### config.mk
export PLATFORM = sky130hd
export DESIGN_NAME = memory_write_controller
export DESIGN_NICKNAME = d
export VERILOG_FILES = /design/src/rtl/memory_write_controller.sv
export SDC_FILE = /design/constraint.sdc
export NUM_CORES = 1
export LEC_CHECK = 0
export ABC_AREA = 1
export CORE_MARGIN = 2
export CORE_UTILIZATION = 48
export CTS_CLUSTER_SIZE = 20
export DETAILED_ROUTE_END_ITERATION = 10
export PLACE_DENSITY = 0.81
export REMOVE_ABC_BUFFERS = 1
export SYNTH_ARGS = -nofsm -noshare
export SYNTH_HDL_FRONTEND = slang
export SYNTH_SLANG_ARGS = --single-unit
### constraint.sdc
create_clock -name CLK -period 3.2 [get_ports CLK]
set_input_delay 0.64 -clock CLK [delete_from_list [all_inputs] [get_ports CLK]]
set_output_delay 0.64 -clock CLK [all_outputs]
set_load 0.005 [all_outputs]
### src/rtl/memory_write_controller.sv
// memory_write_controller
//   Takes one DATA_W-bit result plus a base word address and stores it as
//   WORDS consecutive WORD_W-bit words in a word-addressed RAM, low word first.
//   All state advances only on CLK edges qualified by the CLK_MEM strobe.
//
// Ports
//   CLK         system clock (posedge)
//   RESET       asynchronous active-high reset
//   CLK_MEM     memory-rate enable; qualifies every state update
//   ENABLE      write request, sampled in IDLE only
//   ADDRESS     base word address of the request
//   DATA        result to store; DATA[WORD_W-1:0] is written first
//   BUSY        request in flight (WRITE or DONE)
//   HANDSHAKE   completion, high in DONE only
//   WeMem       RAM write enable, (state==WRITE) & CLK_MEM
//   AddressMem  RAM word address, base + idx during WRITE, else 0
//   WriteMem    RAM write data, current word during WRITE, else 0
module memory_write_controller #(
  parameter int DATA_W = 48,
  parameter int WORD_W = 16,
  parameter int ADDR_W = 32
) (
  input  logic              CLK,
  input  logic              RESET,
  input  logic              CLK_MEM,
  input  logic              ENABLE,
  input  logic [ADDR_W-1:0] ADDRESS,
  input  logic [DATA_W-1:0] DATA,
  output logic              BUSY,
  output logic              HANDSHAKE,
  output logic              WeMem,
  output logic [ADDR_W-1:0] AddressMem,
  output logic [WORD_W-1:0] WriteMem
);

  // Word count follows the data/word widths; it is never set on its own.
  localparam int WORDS = DATA_W / WORD_W;
  localparam int IDX_W = (WORDS > 1) ? $clog2(WORDS) : 1;
  localparam int SLOTS = 2 ** IDX_W;
  localparam logic [IDX_W-1:0] LAST_IDX = IDX_W'(WORDS - 1);

  typedef enum logic [1:0] {
    IDLE  = 2'b00,
    WRITE = 2'b01,
    DONE  = 2'b10
  } state_t;

  state_t              state_reg, state_next;
  logic [IDX_W-1:0]    idx_reg, idx_next;
  logic [ADDR_W-1:0]   base_reg, base_next;
  logic [DATA_W-1:0]   data_reg, data_next;

  // Word select table. The index register is a power of two wide, so any
  // slot beyond the last real word reads as zero instead of out of range.
  logic [WORD_W-1:0] word_slot [SLOTS];

  genvar gi;
  generate
    for (gi = 0; gi < SLOTS; gi++) begin : g_slot
      if (gi < WORDS) begin : g_used
        assign word_slot[gi] = data_reg[gi*WORD_W +: WORD_W];
      end else begin : g_unused
        assign word_slot[gi] = '0;
      end
    end
  endgenerate

  // State register: updates only on edges where CLK_MEM is high.
  always_ff @(posedge CLK or posedge RESET) begin
    if (RESET) begin
      state_reg <= IDLE;
      idx_reg   <= '0;
      base_reg  <= '0;
      data_reg  <= '0;
    end else if (CLK_MEM) begin
      state_reg <= state_next;
      idx_reg   <= idx_next;
      base_reg  <= base_next;
      data_reg  <= data_next;
    end
  end

  always_comb begin
    state_next = state_reg;
    idx_next   = idx_reg;
    base_next  = base_reg;
    data_next  = data_reg;
    case (state_reg)
      IDLE: begin
        if (ENABLE) begin
          base_next  = ADDRESS;
          data_next  = DATA;
          idx_next   = '0;
          state_next = WRITE;
        end
      end
      WRITE: begin
        // The RAM commits the current word on this same edge.
        if (idx_reg == LAST_IDX) begin
          idx_next   = '0;
          state_next = DONE;
        end else begin
          idx_next = idx_reg + IDX_W'(1);
        end
      end
      DONE: begin
        state_next = IDLE;
      end
      default: begin
        idx_next   = '0;
        state_next = IDLE;
      end
    endcase
  end

  // Outputs decode straight from the state so reset clears them at once.
  logic in_write;
  assign in_write   = (state_reg == WRITE);
  assign BUSY       = (state_reg == WRITE) || (state_reg == DONE);
  assign HANDSHAKE  = (state_reg == DONE);
  assign WeMem      = in_write & CLK_MEM;
  // Address arithmetic wraps modulo 2^ADDR_W by construction.
  assign AddressMem = in_write ? (base_reg + ADDR_W'(idx_reg)) : '0;
  assign WriteMem   = in_write ? word_slot[idx_reg] : '0;

endmodule

# Yosys cells after proc, flatten, opt, wreduce, memory -nomap -nowiden
# Index checks and enable logic that the tools add are counted.
[totals]
register_bits = 84
out_inout_bits = 51
[classes]
add_sub_neg = 2
order_cmp = 1
eq_ne = 5
mux = 11
bitwise_logic = 3
reduce_logical = 5
[op_table]
columns = ["cell", "n"]
rows = [
  ["two-way mux 16 bit", 3],
  ["adder 32 x 2 -> 32 bit", 1],
  ["binary-select mux 16 bit (select 2 bit)", 1],
  ["two-way mux 32 bit", 1],
  ["AND reduction 3 bit", 3],
  ["two-way mux 2 bit", 4],
  ["one-hot mux 2 bit (3 select lines)", 1],
  ["equality test 2 bit (second input constant)", 2],
  ["one-hot mux 2 bit (2 select lines)", 1],
  [">= comparator 3 bit (second input constant)", 1],
  ["inverter 2 -> 3 bit", 1],
  ["adder 2 x 1 -> 2 bit (second input constant)", 1],
  ["equality test 2 x 1 -> 1 bit (second input constant)", 1],
  ["logical NOT 2 bit", 1],
  ["!= test 2 x 1 -> 1 bit (second input constant)", 1],
  ["!= test 2 bit (second input constant)", 1],
  ["bitwise AND 1 bit", 1],
  ["logical OR 1 bit", 1],
  ["inverter 1 bit", 1],
]

# Longest topological paths before layout
# Gate-level depths: netlist of the first run.
[depth]
word_depth = 5
ltp_mapped = 10

# Worst setup path after synthesis of the first run
# No wires, ideal clock.
[synth_timing]
kind = "register to output"
start = "register idx_reg[0]"
end = "output port AddressMem[24]"
t_arrival_ns = 1.677
setup_slack_ns = 0.883
stages_incl_launch_ff = 10
cell_sequence = "dfrtp_1 -> ha_1 -> fa_1 -> nand2_4 -> nor2_4 -> nand2_1 -> inv_1 -> nand3_1 -> nand2_1 -> nor2_1"
[synth_between]
elab_chain_len = 2
[synth_lines]
columns = ["element", "line", "source"]
rows = [
  ["start, declared", "49", "logic [IDX_W-1:0] idx_reg, idx_next;"],
  ["start signal, assigned", "77", "idx_reg <= idx_next;"],
  ["adder 32 x 2 -> 32 bit", "123", "assign AddressMem = in_write ? (base_reg + ADDR_W'(idx_reg)) : '0;"],
  ["two-way mux 32 bit", "123", ""],
  ["end, declared", "32", "output logic [ADDR_W-1:0] AddressMem,"],
]
# Every way passes these cells.

# Final worst setup path of the first run
[layout_timing]
start = "register idx_reg[0]"
end = "output port AddressMem[30]"
# The elaborated chain is that of the path after synthesis.

==> results of run 1 <==
metal layers:
| layer | part of all wire | vias to the layer above |
|---|---|---|
| li1 | - | 2122 |
| met1 | 0.40 | 2033 |
| met2 | 0.51 | 163 |
| met3 | 0.077 | 18 |
| met4 | 0.014 | 0 |
| met5 | 0 | - |
area by class of cell:
class / instances / area [µm²]
well taps: 129 / 161
flip-flops and latches: 84 / 2100
clock buffers: 9 / 124
repair buffers: 144 / 1450
clock inverters: 7 / 81.3
fillers: 782 / 2900
inverters: 69 / 263
multi-input cells: 406 / 2200
path summary, 6_finish.rpt:
check	to	slack [ps]
worst min-delay path	data_reg[7]	520
worst max-delay path	AddressMem[30]	130
worst max register to register	data_reg[46]	1350
worst min register to register	data_reg[7]	520
max in group asynchronous	data_reg[14]	1830
min in group asynchronous	base_reg[23]	690
repair_timing:
item / CTS / global route
resized for setup: 4 / 16
cloned: 0 / 1
setup endpoints to repair: 14 / 31
setup buffers: 1 / 3
pin swaps: 0 / 2
cell usage in the layout (no fill, tap or decap), types with 2 or more instances in the layout:
cell type        synthesis  final
clkdlybuf4s50_1          0    131
nand2_1                121    119
nor2_1                 116    114
dfrtp_1                 84     82
inv_1                   68     67
a21oi_1                 60     60
mux2_2                  34     34
nand3_1                 17     16
o221ai_1                14     14
o21ai_0                 12     11
clkbuf_8                 0      9
nor2_4                   4      7
buf_4                    2      7
ha_1                     5      4
nand3_4                  0      3
nor2_2                   4      3
inv_6                    0      3
dlymetal6s2s_1           0      3
o211ai_1                 2      2
nand2_2                  0      2
o21ai_1                  1      2
xor2_1                   2      2
xnor2_1                  2      2
nor3_1                   2      2
clkinv_2                 0      2
dfrtp_2                  0      2
buf_12                   0      2
worst max-delay path: cells and delay by family, from the launching register on:
kind                     cells  cell delay (ps)
AND/OR/NAND/NOR              8              720
adder cells (fa/ha/maj)      2              460
buffers and inverters        1              500
flip-flops                   1              370
kinds of logic after synthesis:
family / synth area share
multiplexers: 0.0833
flip-flops: 0.457
XOR/XNOR: 0.00762
buffers and inverters: 0.0781
adder cells (fa/ha/maj): 0.0180
AO/OA/AOI/OAI: 0.111
AND/OR/NAND/NOR: 0.244
per-stage QoR:
stage / utilization / area, µm² / setup TNS, ps / instances
global placement: 0.655 / 6080 / 0 / 827
finish: 0.688 / 6390 / 0 / 848
CTS: 0.680 / 6310 / 0 / 844
global route: 0.688 / 6390 / 0 / 848
detailed placement: 0.655 / 6080 / 0 / 827
floorplan: - / 4500 / -56660 / 558
report_power, final:
group | total [mW] | internal [mW] | leakage [nW] | switching [mW]
logic | 2.27 | 1.12 | 1.86 | 1.15
clock network | 0.801 | 0.375 | 0.107 | 0.427
registers | 1.94 | 1.57 | 0.950 | 0.377
total | 5.01 | 3.06 | 2.91 | 1.95
==> results.toml, run 1 <==
[timing]
setup_violations = 0
relSlewSlack = 0.543
finalHoldViolCount = 0
drv_slew = 0
period_needed_ps = 3070
rsz0062_at_grt = "no"
worst_slack_ps = 134
fin_crit_sh = 0.958
hold_slack_ps = 517
tightest_slew_ps = 685
max_freq_mhz = 326
finClkSkew_ps = 11.5

[min_path]
hold_depth = 1
min-delay-start = "data_reg[7]"
min_path_type = "reg -> reg"

[clock_tree]
cts_tree = "yes"
holdBufCountCts = 0
root_buffer = "clkbuf_8"
clock_path_buffers = 2
cts_buffers = 9
clk_pin_slew_ps = 90
cts.sinks = 84
clk_latency_ps = 360
htreeDepth = 3

[die]
die_area_um2 = 10400
rows = 35
ios = 135
core-area_um2 = 9280
die_w_um = 102
die-height_um = 102
start_util = 0.495

[routing]
routed_wl_um = 12500
first_iter_violations = 145
post-route-drc-count = 0
vias = 4336
ant_nets = 0
viasPerCell = 5.11
firstDrtPassIters = 5
wl_per_cell_um = 14.7

[critical_path]
crit_slowest_cell = "clkdlybuf4s50_1"
cp_cell_sequence = "ha_2 -> fa_2 -> nand2_4 -> nor2_4 -> nand2_1 -> nor2_4 -> nand2_1 -> nand2_1 -> nand2_1 -> nor2_1 -> clkdlybuf4s50_1"
crit_top_cell = "nand2_1"
cp-end-kind = "output pin"
timing.rr.start = "state_reg[0]"
path_max_fanout = 5
worst_r2r_path_depth = 5
crit_path_start_kind = "flop"
cpPeakStageDelay_ps = 500
required_ps = 2560
crit_path_start = "idx_reg[0]"
worstSetupPathType = "reg -> out"
arrival_ps = 2430

[grt]
grt_remaining_overflow = 0
grtUsageMet3 = 0.0595
grt_util_met1 = 0.301
grtUsageTotal = 0.247
antenna_found_initial = 0
grt_max_degree = 127
use_met2 = 0.441
grt_pass1_wl_um = 20000
grt_pass1_vias = 4236
grt_busiest_layer = "met2"

[synth]
synthTopCellsByCount = "nand2_1 (121), nor2_1 (116), dfrtp_1 (84)"
synth.area.top_cells = "dfrtp_1 (46%), nand2_1 (9.9%), nor2_1 (9.5%)"
ys_ff_latch = 84
synth_area_leader_cell = "dfrtp_1"
synth_edf_count = 0
synth-seq-area-share = 0.457
ys.flop_type = "dfrtp_1"
netlist_area_um2 = 4600
synth-async-reset-ratio = 1.00
ys_types = 30
netlist_instances = 579
synth_top_area_frac = 0.457
postSynthAreaPerCell_um2 = 7.94
yosysMostFrequentCell = "nand2_1"
yosysWarnings = 0

[power_and_ir_drop]
total_power_mw = 5.01
p_leak_nw = 2.91
peakVddDrop_mv = 0.427
power-per-cell-area_nw_per_um2 = 785

[final_layout]
diodes = 0
area_growth_pct = 39.0
nNetsFinal = 804
drive_gt1_frac = 0.118
largest_reg_flops = 48

[placement]
gp_congestion = 0.906
portBuffers = 134
place_hpwl_um = 9070
preCtsSetupSlack_ps = 286

[status]
status = "finished, final reports clean"

[flow_run]
max_cap_violations = 0
Power figures use the tool's default switching activity.
==> inputs of run 2 (changes only) <==
--- a/config.mk
+++ b/config.mk
@@ -6,8 +6,10 @@
 export NUM_CORES = 1
 export LEC_CHECK = 0
 export ABC_AREA = 1
+export CAP_MARGIN = 10
 export CORE_MARGIN = 2
 export CORE_UTILIZATION = 48
+export CTS_CLUSTER_DIAMETER = 150
 export CTS_CLUSTER_SIZE = 20
 export DETAILED_ROUTE_END_ITERATION = 10
 export PLACE_DENSITY = 0.81
==> results of run 2 <==
No change in the layout: final DEF, timing and power equal those of run 1.
==> inputs of run 3 (changes only) <==
--- a/config.mk
+++ b/config.mk
@@ -8,11 +8,12 @@
 export ABC_AREA = 1
 export CAP_MARGIN = 10
 export CORE_MARGIN = 2
-export CORE_UTILIZATION = 48
+export CORE_UTILIZATION = 49
+export CTS_BUF_LIST = sky130_fd_sc_hd__clkbuf_8
 export CTS_CLUSTER_DIAMETER = 150
 export CTS_CLUSTER_SIZE = 20
 export DETAILED_ROUTE_END_ITERATION = 10
-export PLACE_DENSITY = 0.81
+export PLACE_DENSITY = 0.82
 export REMOVE_ABC_BUFFERS = 1
 export SYNTH_ARGS = -nofsm -noshare
 export SYNTH_HDL_FRONTEND = slang
==> constraint.sdc (replaced) <==
create_clock -name CLK -period 3.2 [get_ports CLK]
set_input_delay 0.32 -clock CLK [delete_from_list [all_inputs] [get_ports CLK]]
set_output_delay 0.32 -clock CLK [all_outputs]
set_load 0.005 [all_outputs]
==> run 3 against run 2 <==
Net effect:
- core utilization down 0.53 points
- clock skew is 2.1 ps higher
- sequential power about the same
- first-iteration DRC count is 73% higher
- non-clock buffer count is 4 lower
- critical path type unchanged
==> results.toml, run 3 (same netlist as run 1, synthesis figures left out) <==
[final_layout]
instances_no_fill = 825
diodes = 0
largest_reg_flops = 48
nNetsFinal = 799
mostFrequentLayoutCell = "clkdlybuf4s50_1"
fillers = 748
final_cell_mix = "clkdlybuf4s50_1 (134), nand2_1 (121), nor2_1 (116)"
drive_gt1_frac = 0.102
fin_area_um2 = 6250
fin_util = 0.683
area_growth_pct = 36.0

[critical_path]
required_ps = 2880
cp-end-kind = "output pin"
worstSetupPathType = "reg -> out"
path_max_fanout = 14
crit_path_start_kind = "flop"
arrival_ps = 2770

[clock_tree]
holdBufCountCts = 0
cts.sinks = 84
clk_latency_ps = 360
htreeDepth = 3
cts_buffers = 9
cts_tree = "yes"
clk_pin_slew_ps = 100
clock_path_buffers = 2
root_buffer = "clkbuf_8"

[die]
core-area_um2 = 9150
die_area_um2 = 10200
start_util = 0.502
die_w_um = 101
ios = 135
rows = 35
die-height_um = 101

[placement]
postPlaceCellArea_um2 = 6060
dp.cells = 809
gp_congestion = 0.938
portBuffers = 134
place_hpwl_um = 9170

[grt]
grtUsageTotal = 0.250
grt_remaining_overflow = 0
grt_max_degree = 64
grt_pass1_wl_um = 20100
grt_pass1_vias = 4424
antenna_found_initial = 0

[routing]
firstDrtPassIters = 5
routed_wl_um = 12200
vias = 4377
first_iter_violations = 251
viasPerCell = 5.31
wl_per_cell_um = 14.8
post-route-drc-count = 0
ant_nets = 0

[power_and_ir_drop]
peakVddDrop_mv = 0.422
power-per-cell-area_nw_per_um2 = 785
total_power_mw = 4.90
p_leak_nw = 2.83

[timing]
drv_slew = 0
relSlewSlack = 0.482
finalHoldViolCount = 0
period_needed_ps = 3090
rsz0062_at_grt = "no"
setup_violations = 0
max_freq_mhz = 324
finClkSkew_ps = 13.6
fin_crit_sh = 0.966
tightest_slew_ps = 777
hold_slack_ps = 412

[min_path]
min_path_type = "in -> async"

[flow_run]
max_cap_violations = 0

[status]
status = "finished, final reports clean"
[run 3: cell count changes in the layout (fill, tap and decap cells not counted), sizes merged]
cell           change
clkinv             -2
dlymetal6s2s       -3
clkdlybuf4s50      +3
inv                +2
bufinv             -1
clkinvlp           +1
nand3              -1
buf                -4
[run 3: final timing paths]
path	start	end	slack, ps	cells past startpoint
worst max-delay path	state_reg[1]	WriteMem[8]	110	6
worst min-delay path	RESET	base_reg[15]	410	2
worst max register to register	state_reg[0]	data_reg[9]	1280	5
worst min register to register	data_reg[1]	data_reg[1]	520	1
max in group asynchronous	RESET	data_reg[32]	2110	3
min in group CLK	data_reg[1]	data_reg[1]	520	1
[run 3: layer usage]
layer / share of wire / track usage
met3: 0.064 / 0.0423
met2: 0.51 / 0.437
met4: 0.019 / 0.0864
met5: 0 / 0
met1: 0.41 / 0.314
[run 3: area by class of cell]
class	count	area [µm²]	area share
multi-input combinational	405	2150	0.344
sequential	84	2100	0.337
timing repair buffer	140	1410	0.226
inverter	69	260	0.0416
tap	111	139	0.0222
clock buffer	9	124	0.0198
clock inverter	7	65.1	0.0104
[run 3: through the flow]
stage               TNS (ps)  setup slack, ps
CTS                        0              138
finish                     0              110
floorplan             -49870             -822
global placement           0              625
detailed placement         0              552
global route               0             2.00
[run 3: worst max-delay path, cell delays in order (launching register included)]
cell	delay (ps)
dfrtp_1	390
inv_1	120
ha_1	410
buf_4	210
nand2_1	360
o221ai_1	370
clkdlybuf4s50_1	560
[run 3: timing repair]
action,4_1_cts,5_1_grt
resized for setup,0,1
buffers inserted,0,0
setup endpoints to repair,0,1
[run 3: power breakdown]
part / internal (mW) / switching, mW
registers: 1.57 / 0.377
clock network: 0.305 / 0.446
logic: 1.10 / 1.11
